$ cat src/rtl/fetch_pkg.sv
// ---------------------------------------------------------------------------
// fetch_pkg
// Shared constants for the fetch stage and its prefetch queue.
//   ADDR_W   : PC / instruction-memory address width
//   DATA_W   : instruction width
//   RESET_PC : PC loaded while reset is asserted
//   PC_STEP  : byte distance between sequential instructions
//   NOP      : value presented on instr_out while the queue is empty
// ---------------------------------------------------------------------------
package fetch_pkg;

   localparam int          ADDR_W   = 32;
   localparam int          DATA_W   = 32;
   localparam logic [31:0] RESET_PC = 32'h0000_0000;
   localparam logic [31:0] PC_STEP  = 32'd4;
   localparam logic [31:0] NOP      = 32'h0000_0000;

endpackage : fetch_pkg

$ cat src/rtl/fetch_fifo.sv
// ---------------------------------------------------------------------------
// fetch_fifo
// Synchronous show-ahead FIFO holding {instruction, pc} pairs.
// Ports:
//   clk, rst : clock, asynchronous active-high reset
//   push     : write din at the edge (caller guarantees not full)
//   pop      : drop the head at the edge; ignored while empty
//   flush    : clear the queue; overrides push and pop
//   din      : entry to write
//   dout     : current head entry (raw storage while empty)
//   count    : occupancy, 0..DEPTH
//   empty    : count == 0
//   full     : count == DEPTH
// ---------------------------------------------------------------------------
module fetch_fifo
   import fetch_pkg::*;
#(
   parameter int DEPTH = 4,
   parameter int WIDTH = 64
) (
   input  logic                       clk,
   input  logic                       rst,
   input  logic                       push,
   input  logic                       pop,
   input  logic                       flush,
   input  logic [WIDTH-1:0]           din,
   output logic [WIDTH-1:0]           dout,
   output logic [$clog2(DEPTH):0]     count,
   output logic                       empty,
   output logic                       full
);

   localparam int PW = $clog2(DEPTH);
   localparam int CW = PW + 1;

   localparam logic [PW-1:0] PTR_ONE = {{(PW-1){1'b0}}, 1'b1};
   localparam logic [CW-1:0] CNT_ONE = {{(CW-1){1'b0}}, 1'b1};

   logic [WIDTH-1:0] mem_r [DEPTH];
   logic [PW-1:0]    wr_ptr_r;
   logic [PW-1:0]    rd_ptr_r;
   logic [CW-1:0]    count_r;
   logic             do_push_s;
   logic             do_pop_s;

   assign empty = (count_r == {CW{1'b0}});
   assign full  = (count_r == CW'(DEPTH));
   assign count = count_r;
   assign dout  = mem_r[rd_ptr_r];

   // Flush wins; a pop on an empty queue must not move the read pointer.
   assign do_push_s = push && !flush;
   assign do_pop_s  = pop && !flush && !empty;

   // Pointer and occupancy bookkeeping; pointers wrap naturally since DEPTH is 2^PW.
   always_ff @(posedge clk or posedge rst) begin
      if (rst) begin
         wr_ptr_r <= {PW{1'b0}};
         rd_ptr_r <= {PW{1'b0}};
         count_r  <= {CW{1'b0}};
      end else if (flush) begin
         wr_ptr_r <= {PW{1'b0}};
         rd_ptr_r <= {PW{1'b0}};
         count_r  <= {CW{1'b0}};
      end else begin
         wr_ptr_r <= do_push_s ? (wr_ptr_r + PTR_ONE) : wr_ptr_r;
         rd_ptr_r <= do_pop_s  ? (rd_ptr_r + PTR_ONE) : rd_ptr_r;
         case ({do_push_s, do_pop_s})
            2'b10:   count_r <= count_r + CNT_ONE;
            2'b01:   count_r <= count_r - CNT_ONE;
            default: count_r <= count_r;
         endcase
      end
   end

   // Entry storage; contents are only observed through count-qualified reads.
   always_ff @(posedge clk) begin
      if (do_push_s) begin
         mem_r[wr_ptr_r] <= din;
      end
   end

endmodule : fetch_fifo

$ cat src/rtl/fetch_fifo_chk.sv
// ---------------------------------------------------------------------------
// fetch_fifo_chk
// Simulation checker for the prefetch queue: the request credit scheme must
// never let a response land in a full queue, and occupancy never exceeds DEPTH.
// Ports:
//   clk, rst : clock, asynchronous active-high reset (checks disabled in reset)
//   push     : queue write this cycle
//   flush    : queue cleared this cycle
//   full     : queue full
//   count    : queue occupancy
// ---------------------------------------------------------------------------
module fetch_fifo_chk
   import fetch_pkg::*;
#(
   parameter int DEPTH = 4
) (
   input  logic                   clk,
   input  logic                   rst,
   input  logic                   push,
   input  logic                   flush,
   input  logic                   full,
   input  logic [$clog2(DEPTH):0] count
);

   localparam int CW = $clog2(DEPTH) + 1;

   a_no_push_when_full : assert property (@(posedge clk) disable iff (rst)
      !(push && full && !flush));

   a_count_in_range : assert property (@(posedge clk) disable iff (rst)
      count <= CW'(DEPTH));

endmodule : fetch_fifo_chk

$ cat src/rtl/fetch_prefetch_buffer.sv
// ---------------------------------------------------------------------------
// fetch_prefetch_buffer
// Fetch stage: owns the PC, streams sequential reads into a 1-cycle-latency
// instruction memory, queues returned words with their PC and hands them to
// decode over valid/ready. A redirect flushes the queue and any read in flight.
// Ports:
//   clk_fb, rst_fb  : clock, asynchronous active-high reset
//   imem_req        : read request this cycle
//   imem_addr       : read address (current PC, word aligned)
//   imem_rdata      : read data, valid the cycle after imem_req
//   redirect_valid  : taken branch/jump this cycle
//   redirect_pc     : redirect target; low two bits dropped
//   instr_out       : head instruction (NOP while empty)
//   pc_out          : PC of head instruction (0 while empty)
//   instr_valid     : queue non-empty
//   instr_ready     : decode accepts the head this cycle
//   buf_count       : queue occupancy
// ---------------------------------------------------------------------------
module fetch_prefetch_buffer
   import fetch_pkg::*;
#(
   parameter int                          DEPTH    = 4,
   parameter int                          ADDR_W   = fetch_pkg::ADDR_W,
   parameter int                          DATA_W   = fetch_pkg::DATA_W,
   parameter logic [fetch_pkg::ADDR_W-1:0] RESET_PC = fetch_pkg::RESET_PC
) (
   input  logic                   clk_fb,
   input  logic                   rst_fb,
   output logic                   imem_req,
   output logic [ADDR_W-1:0]      imem_addr,
   input  logic [DATA_W-1:0]      imem_rdata,
   input  logic                   redirect_valid,
   input  logic [ADDR_W-1:0]      redirect_pc,
   output logic [DATA_W-1:0]      instr_out,
   output logic [ADDR_W-1:0]      pc_out,
   output logic                   instr_valid,
   input  logic                   instr_ready,
   output logic [$clog2(DEPTH):0] buf_count
);

   localparam int CW = $clog2(DEPTH) + 1;
   localparam int EW = DATA_W + ADDR_W;

   localparam logic [ADDR_W-1:0] ALIGN_MASK = {{(ADDR_W-2){1'b1}}, 2'b00};
   localparam logic [ADDR_W-1:0] STEP       = ADDR_W'(PC_STEP);
   localparam logic [ADDR_W-1:0] PC_INIT    = ADDR_W'(RESET_PC);
   localparam logic [CW:0]       CREDIT_MAX = (CW+1)'(DEPTH);

   logic [ADDR_W-1:0] pc_r;
   logic [ADDR_W-1:0] req_pc_r;
   logic              inflight_r;
   logic              req_s;
   logic              push_s;
   logic              pop_s;
   logic [CW:0]       credit_used_s;
   logic [EW-1:0]     fifo_din_s;
   logic [EW-1:0]     fifo_dout_s;
   logic [CW-1:0]     fifo_count_s;
   logic              fifo_empty_s;
   logic              fifo_full_s;

   // Slots already spoken for: queued words plus the one response that may be on its way.
   assign credit_used_s = {1'b0, fifo_count_s} + {{CW{1'b0}}, inflight_r};

   // Request only when a queue slot is guaranteed for the returning word;
   // redirect cycles and reset never request.
   always_comb begin
      req_s = 1'b0;
      if (rst_fb) begin
         req_s = 1'b0;
      end else if (redirect_valid) begin
         req_s = 1'b0;
      end else begin
         req_s = (credit_used_s < CREDIT_MAX);
      end
   end

   // A response arriving in a redirect cycle belongs to the abandoned path.
   assign push_s     = inflight_r && !redirect_valid;
   assign pop_s      = instr_valid && instr_ready;
   assign fifo_din_s = {imem_rdata, req_pc_r};

   // PC, PC of the outstanding read, and the in-flight flag.
   always_ff @(posedge clk_fb or posedge rst_fb) begin
      if (rst_fb) begin
         pc_r       <= PC_INIT;
         req_pc_r   <= PC_INIT;
         inflight_r <= 1'b0;
      end else begin
         inflight_r <= req_s;
         req_pc_r   <= req_s ? pc_r : req_pc_r;
         if (redirect_valid) begin
            pc_r <= redirect_pc & ALIGN_MASK;
         end else if (req_s) begin
            pc_r <= pc_r + STEP;
         end else begin
            pc_r <= pc_r;
         end
      end
   end

   fetch_fifo #(
      .DEPTH (DEPTH),
      .WIDTH (EW)
   ) u_fifo (
      .clk   (clk_fb),
      .rst   (rst_fb),
      .push  (push_s),
      .pop   (pop_s),
      .flush (redirect_valid),
      .din   (fifo_din_s),
      .dout  (fifo_dout_s),
      .count (fifo_count_s),
      .empty (fifo_empty_s),
      .full  (fifo_full_s)
   );

   fetch_fifo_chk #(
      .DEPTH (DEPTH)
   ) u_fifo_chk (
      .clk   (clk_fb),
      .rst   (rst_fb),
      .push  (push_s),
      .flush (redirect_valid),
      .full  (fifo_full_s),
      .count (fifo_count_s)
   );

   assign imem_req    = req_s;
   assign imem_addr   = pc_r;
   assign instr_valid = !fifo_empty_s;
   assign buf_count   = fifo_count_s;
   // Present clean zeros while empty so stale storage never leaks to decode.
   assign instr_out   = fifo_empty_s ? DATA_W'(NOP) : fifo_dout_s[EW-1:ADDR_W];
   assign pc_out      = fifo_empty_s ? {ADDR_W{1'b0}} : fifo_dout_s[ADDR_W-1:0];

endmodule : fetch_prefetch_buffer

$ cat config.mk
export PLATFORM = sky130hd
export DESIGN_NAME = fetch_prefetch_buffer
export DESIGN_NICKNAME = d
export VERILOG_FILES = /design/src/rtl/fetch_pkg.sv /design/src/rtl/fetch_fifo.sv /design/src/rtl/fetch_fifo_chk.sv /design/src/rtl/fetch_prefetch_buffer.sv
export SDC_FILE = /design/constraint.sdc
export NUM_CORES = 1
export LEC_CHECK = 0
export CELL_PAD_IN_SITES_DETAIL_PLACEMENT = 0
export CELL_PAD_IN_SITES_GLOBAL_PLACEMENT = 1
export CORE_ASPECT_RATIO = 0.75
export CORE_MARGIN = 8
export CORE_UTILIZATION = 46
export CTS_BUF_LIST = sky130_fd_sc_hd__clkbuf_8 sky130_fd_sc_hd__clkbuf_16
export DETAILED_ROUTE_END_ITERATION = 16
export GPL_ROUTABILITY_DRIVEN = 0
export HOLD_SLACK_MARGIN = 0.1
export MAX_ROUTING_LAYER = met4
export PLACE_DENSITY_LB_ADDON = 0.1
export SLEW_MARGIN = 5
export SYNTH_ARGS = -nofsm -noshare
export SYNTH_HDL_FRONTEND = slang
export SYNTH_SLANG_ARGS = --single-unit
$ cat constraint.sdc
create_clock -name clk_fb -period 2.9 [get_ports clk_fb]
set_input_delay 0.58 -clock clk_fb [delete_from_list [all_inputs] [get_ports clk_fb]]
set_output_delay 0.58 -clock clk_fb [all_outputs]
set_load 0.005 [all_outputs]
# Yosys cells after proc, flatten, opt, wreduce, memory -nomap -nowiden
# Memories as Yosys holds them, arrays and structs flattened.
# Cells that the tools add are included.
totals:
  register_bits: 72
  mem_bits_rw: 256
  elab_cells: 42
  memories: 1
op_classes:
  add_sub_neg: 6
  n_lt_le_gt_ge: 1
  n_eq_ne: 2
  n_mux: 14
  n_reduce_logical: 12
mem_list:
  columns: ["name", "words", "word_bits", "read_ports", "rd_ports_with_merged_regs", "write_ports", "line_no", "text"]
  rows:
  - ["u_fifo.mem_r", 4, 64, 1, 0, 1, "fetch_fifo.sv:39", "logic [WIDTH-1:0] mem_r [DEPTH];"]
op_table:
  columns: ["operator", "n"]
  rows:
  - ["$mux W32", 4]
  - ["$add A32 B3 Y32 const B", 1]
  - ["$mux W2", 4]
  - ["$pmux W3 S2", 1]
  - ["$reduce_bool A2 Y1", 3]
  - ["$logic_and A1 B1 Y1", 5]
  - ["$add A2 B1 Y2 const B", 2]
  - ["$add A3 B1 Y4", 1]
  - ["$lt A4 B3 Y1 const B", 1]
  - ["$mux W1", 4]
  - ["$add A3 B1 Y3 const B", 1]
  - ["$logic_not A3 Y1", 1]
  - ["$mux W3", 1]
  - ["$reduce_bool A3 Y1", 1]
  - ["$sub A3 B1 Y3 const B", 1]
  - ["$eq A2 B1 Y1 const B", 1]
  - ["$eq A2 B2 Y1 const B", 1]
  - ["$logic_not A1 Y1", 2]

# Longest topological paths before layout
depth:
  ltp_word: 8
  ltp_mapped: 9

# Modules after synthesis
# From an unflattened synthesis, not the netlist that was laid out.
unflattened:
  cells_unflattened: 823
  area_unflattened_um2: 13351.6
modules_own_cells:
  columns: ["mod", "n_inst", "cells_each", "area_each_um2"]
  rows:
  - ["fetch_fifo", 1, 389, 9754.4]
  - ["fetch_prefetch_buffer", 1, 434, 3597.2]

# Worst setup path after synthesis
# No wires, ideal clock.
synth_path:
  path_kind: "input to register"
  start: "input port redirect_valid"
  end: "memory u_fifo.mem_r[0][10], enable pin"
  arrival_time_ns: 2.550
  path_slack_ns: -0.077
  cell_stages: 4
  path_buffers: 2
  cell_sequence: "buf_6 > clkbuf_1 > nor2b_1 > and2_1"
synth_between:
  elab_chain_len: 5
synth_rtl:
  columns: ["item", "line_no", "text"]
  rows:
  - ["from (decl)", "fetch_prefetch_buffer.sv:32", "input logic redirect_valid,"]
  - ["$logic_not A1 Y1 *", "fetch_fifo.sv:52, fetch_prefetch_buffer.sv:79", null]
  - ["$logic_and A1 B1 Y1", "fetch_prefetch_buffer.sv:79", "assign push_s = inflight_r && !redirect_valid;"]
  - ["$logic_and A1 B1 Y1 *", "fetch_fifo.sv:52", "assign do_push_s = push && !flush;"]
  - ["$mux W1 *", "fetch_fifo.sv:78", "if (do_push_s) begin"]
  - ["$mux W1 (implied by the code) *", "fetch_fifo.sv:79", "mem_r[wr_ptr_r] <= din;"]
  - ["to (decl)", "fetch_fifo.sv:39", null]
# Mark *: on every way between the ends. The rest lies on a longest branch, timed or not.

# Worst setup path in the final report
layout_path:
  start: "register u_fifo.rd_ptr_r[0]"
  end: "output port instr_out[8]"
layout_between:
  elab_chain_len: 2
layout_rtl:
  columns: ["item", "line_no", "text"]
  rows:
  - ["from (decl)", "fetch_fifo.sv:41", "logic [PW-1:0] rd_ptr_r;"]
  - ["from (signal assigned)", "fetch_fifo.sv:59", "rd_ptr_r <= {PW{1'b0}};"]
  - ["from (signal assigned)", "fetch_fifo.sv:63", "rd_ptr_r <= {PW{1'b0}};"]
  - ["from (signal assigned)", "fetch_fifo.sv:67", "rd_ptr_r <= do_pop_s ? (rd_ptr_r + PTR_ONE) : rd_ptr_r;"]
  - ["$mem_v2 Z4 W64", null, null]
  - ["$mux W32", "fetch_prefetch_buffer.sv:134", "assign instr_out = fifo_empty_s ? DATA_W'(NOP) : fifo_dout_s[EW-1:ADDR_W];"]
  - ["to (decl)", "fetch_prefetch_buffer.sv:34", "output logic [DATA_W-1:0] instr_out,"]
# No other way between the ends.

==> impl_metrics.py <==
metrics = {
    "run_status": {
        "status": "complete, but fails checks",
        "violations": "setup timing",
    },
    "hold_path": {
        "hold_class": "in2async",
    },
    "setup_path": {
        "critPathTopFamily": "buffers and inverters",
        "critPathCaptureType": "primary output",
        "worstPathMaxFanout": 5,
        "r2r-end": "u_fifo.count[2]",
        "cp.arrival_ns": 2.35,
        "timing.rr.start": "u_fifo.count[0]",
        "cp-start-kind": "flip-flop",
        "reg2reg_slack_ns": 0.52,
        "critPathRequiredTime_ns": 2.32,
        "worstPathCellList": "buf_6 > buf_12 > buf_16 > buf_12 > mux4_2 > and2_4 > buf_6",
        "r2r_cells": 8,
        "cp_num_buf_inv": 5,
        "slowest_delay_ns": 0.56,
        "critical_path_class": "reg2out",
        "crit_slowest_cell": "dfrtp_4",
        "setup.worst_path.start": "u_fifo.rd_ptr_r[0]",
    },
    "sta": {
        "finalCritPeriodShare_pct": 101,
        "hold_viol": 0,
        "finClkSkew_ns": 0.0114,
        "whs_ns": 0.466,
        "timing.final.crit_period_ns": 2.93,
        "drv_slew": 0,
        "slew_headroom_pct": 62.0,
        "rsz0062_at_grt": "true",
        "timing.final.ws_setup_ns": -0.0253,
        "setup_viol": 3,
        "timing.fmax_mhz": 342,
        "worstMarginPinSlew_ns": 0.565,
    },
    "floorplanning": {
        "core-area_mm2": 0.0277,
        "die_h_um": 161,
        "dieArea_mm2": 0.0335,
        "start_util_pct": 46.2,
        "die_w_um": 209,
        "rows": 53,
        "num_io_pins": 169,
    },
    "pwr": {
        "ir_drop_v": 0.000654,
        "p_seq_share_pct": 44.2,
        "leakagePower_nw": 6.00,
        "comb_power_share_pct": 27.7,
        "pwr-share-clk_pct": 28.1,
        "power_density_mw_per_mm2": 826,
        "swShare_pct": 27.8,
        "p_int_mw": 9.77,
        "p_sw_mw": 3.76,
    },
    "layout": {
        "stdcell_count": 1364,
        "drive_gt1_share_pct": 23.3,
        "nNetsFinal": 1057,
        "final_core_util_pct": 59.1,
        "diodes": 0,
        "area_growth_pct": 27.8,
        "fill_cells": 2149,
    },
    "logic_synthesis": {
        "syn_avg_cell_area_um2": 16.3,
        "seq_area_frac_synth_pct": 71.4,
        "synth_flop_cell": "edfxtp_1",
        "synthCells": 784,
        "yosysUniqueCellTypes": 51,
        "ys_seq_elements": 316,
        "async_flop_share_pct": 21.5,
        "synth_edf_count": 248,
        "yosys_warnings": 0,
        "netlist_area_mm2": 0.0128,
    },
    "routing": {
        "drt_pass1_iterations": 5,
        "wl_um": 30200,
        "vias_per_cell": 5.50,
        "dr_total_vias": 7502,
        "drt.antenna.violating_nets": 0,
        "drtIter0Drc": 536,
        "route.detailed.drc": 0,
        "routedWlPerCell_um": 22.2,
    },
    "run": {
        "cap_violations": 0,
    },
    "clocking": {
        "clockBufferDepth": 3,
        "h-tree-depth": 1,
        "numCtsBuffers": 31,
        "cts_root_buffer": "clkbuf_16",
        "clock_latency_ns": 0.55,
        "path_clk_slew_ns": 0.06,
        "cts_tree": "yes",
        "cts.sink_count": 316,
    },
    "grt": {
        "top_usage_layer": "met2",
        "use_met1_pct": 25.4,
        "track_usage_pct": 18.2,
        "grt_max_degree": 69,
        "use_met3_pct": 3.33,
        "grt_pass1_vias": 7857,
        "antenna_found_initial": 0,
        "grt_pass1_wl_um": 46200,
        "use_met2_pct": 28.0,
        "overflow": 0,
    },
    "place": {
        "dp_cells": 1285,
        "numPortBuffers": 162,
        "dp_hpwl_um": 18700,
    },
}
[final cells by class]
class | count | area [um2] | area share (%)
Timing Repair Buffer | 209 | 2260 | 13.8
Sequential cell | 316 | 9160 | 55.9
Tap cell | 357 | 447 | 2.73
Inverter | 9 | 38.8 | 0.237
Multi-Input combinational cell | 416 | 3490 | 21.3
Clock buffer | 33 | 803 | 4.91
Clock inverter | 24 | 178 | 1.09
[worst max path at each step]
stage,cells after the start,slack (ns),endpoint
2_1_floorplan,9,0.44,u_fifo.count[2]
3_3_place_gp,5,0.04,imem_req
3_5_place_dp,5,0.05,imem_req
4_1_cts,4,-0.05,pc_out[27]
5_1_grt,7,-0.08,instr_out[8]
6_report,7,-0.03,instr_out[8]
[cells in the mapped netlist, drive strengths merged, types with 5 or more instances]
cell / count / area share, %
edfxtp: 248 / 58
nand2: 109 / 3.2
and2: 68 / 3.3
dfrtp: 68 / 13
mux4: 62 / 11
clkbuf: 24 / 0.71
buf: 22 / 1.1
nor2: 21 / 0.63
o21ai: 21 / 0.82
nand3: 18 / 0.70
nand4: 15 / 0.78
a221o: 8 / 0.63
inv: 8 / 0.23
nor2b: 8 / 0.39
or3: 8 / 0.43
a21oi: 7 / 0.27
mux2i: 7 / 0.55
nor3: 6 / 0.23
o211ai: 6 / 0.35
ha: 5 / 0.49
nor4: 5 / 0.34
[stage by stage]
step	power [mW]	setup WS (ns)	instance area (um2)	TNS, ns
2_1_floorplan	7.52	0.443	12800	0
3_3_place_gp	9.48	0.0389	15100	0
3_5_place_dp	9.58	0.0461	15100	0
4_1_cts	13.8	-0.0496	16500	-0.303
5_1_grt	14.2	-0.0782	16400	-0.208
6_report	13.5	-0.0253	16400	-0.0494
[layout by cell type (no fill, tap or decap), types with 9 or more instances in the layout]
master           synthesis  layout
and2_4                   0      31
clkbuf_16                0      31
buf_6                    3      11
buf_2                   13      19
dlygate4sd2_1            0      20
nand3_1                 18      18
buf_4                    4      12
inv_1                    8      14
clkdlybuf4s50_1          0      98
and2_1                  68      37
nor2_1                  20      20
nand2_1                108     108
edfxtp_1               248     248
mux4_2                  62      62
dfrtp_1                 68      65
o21ai_0                 21      21
buf_12                   0      23
nand4_1                 14      14
clkbuf_2                 1       9
[flip-flops by register name, indices dropped and copies added (netlist names)]
name / count
inflight_r: 1
req_pc_r: 30
u_fifo.mem_r: 248
u_fifo.rd_ptr_r: 2
u_fifo.count: 3
imem_addr: 30
u_fifo.wr_ptr_r: 2
[per-layer routing]
layer / up-vias / routed length (um)
li1: 3386 / -
met1: 3842 / 14300
met3: 40 / 1620
met4: 0 / 532
met2: 234 / 13800
met5: - / 0
[worst register-to-register path: stages (launching register included)]
cell,delay (ns)
dfrtp_2,0.45
or3_4,0.48
nand2_1,0.21
nor3_1,0.09
fa_1,0.40
or2_2,0.30
mux2i_1,0.16
xnor2_1,0.13
nor2_1,0.05
[power groups by stage]
stage                     registers, mW  logic, mW  clock network [mW]
after floorplan                    5.88       1.64                   0
after global placement             6.01       3.47                   0
after detailed placement           6.07       3.51                   0
after CTS                          5.97       3.89                3.90
after global routing               6.04       4.08                4.06
final                              5.97       3.75                3.81
[kinds of logic (layout without fill, tap and decap cells)]
group,count (synthesis),count (layout),share of synthesized area (%)
flops,316,316,71.4
other cells,1,4,0.0293
simple gates,273,273,10.9
mux,69,69,11.4
fa+ha+maj,6,6,0.645
buf+inv,55,275,2.08
xor+xnor,7,7,0.479
compound gates,57,57,3.03
[what timing repair did]
item / CTS / global route
hold endpoints to repair: 0 / 0
resized for setup: 190 / 25
cloned: 7 / 0
buffers inserted: 16 / 1
hold buffers: 0 / 0
pin swaps: 10 / 1
endpoints found under the setup margin: 62 / 30
(Power assumes the default switching activity.)
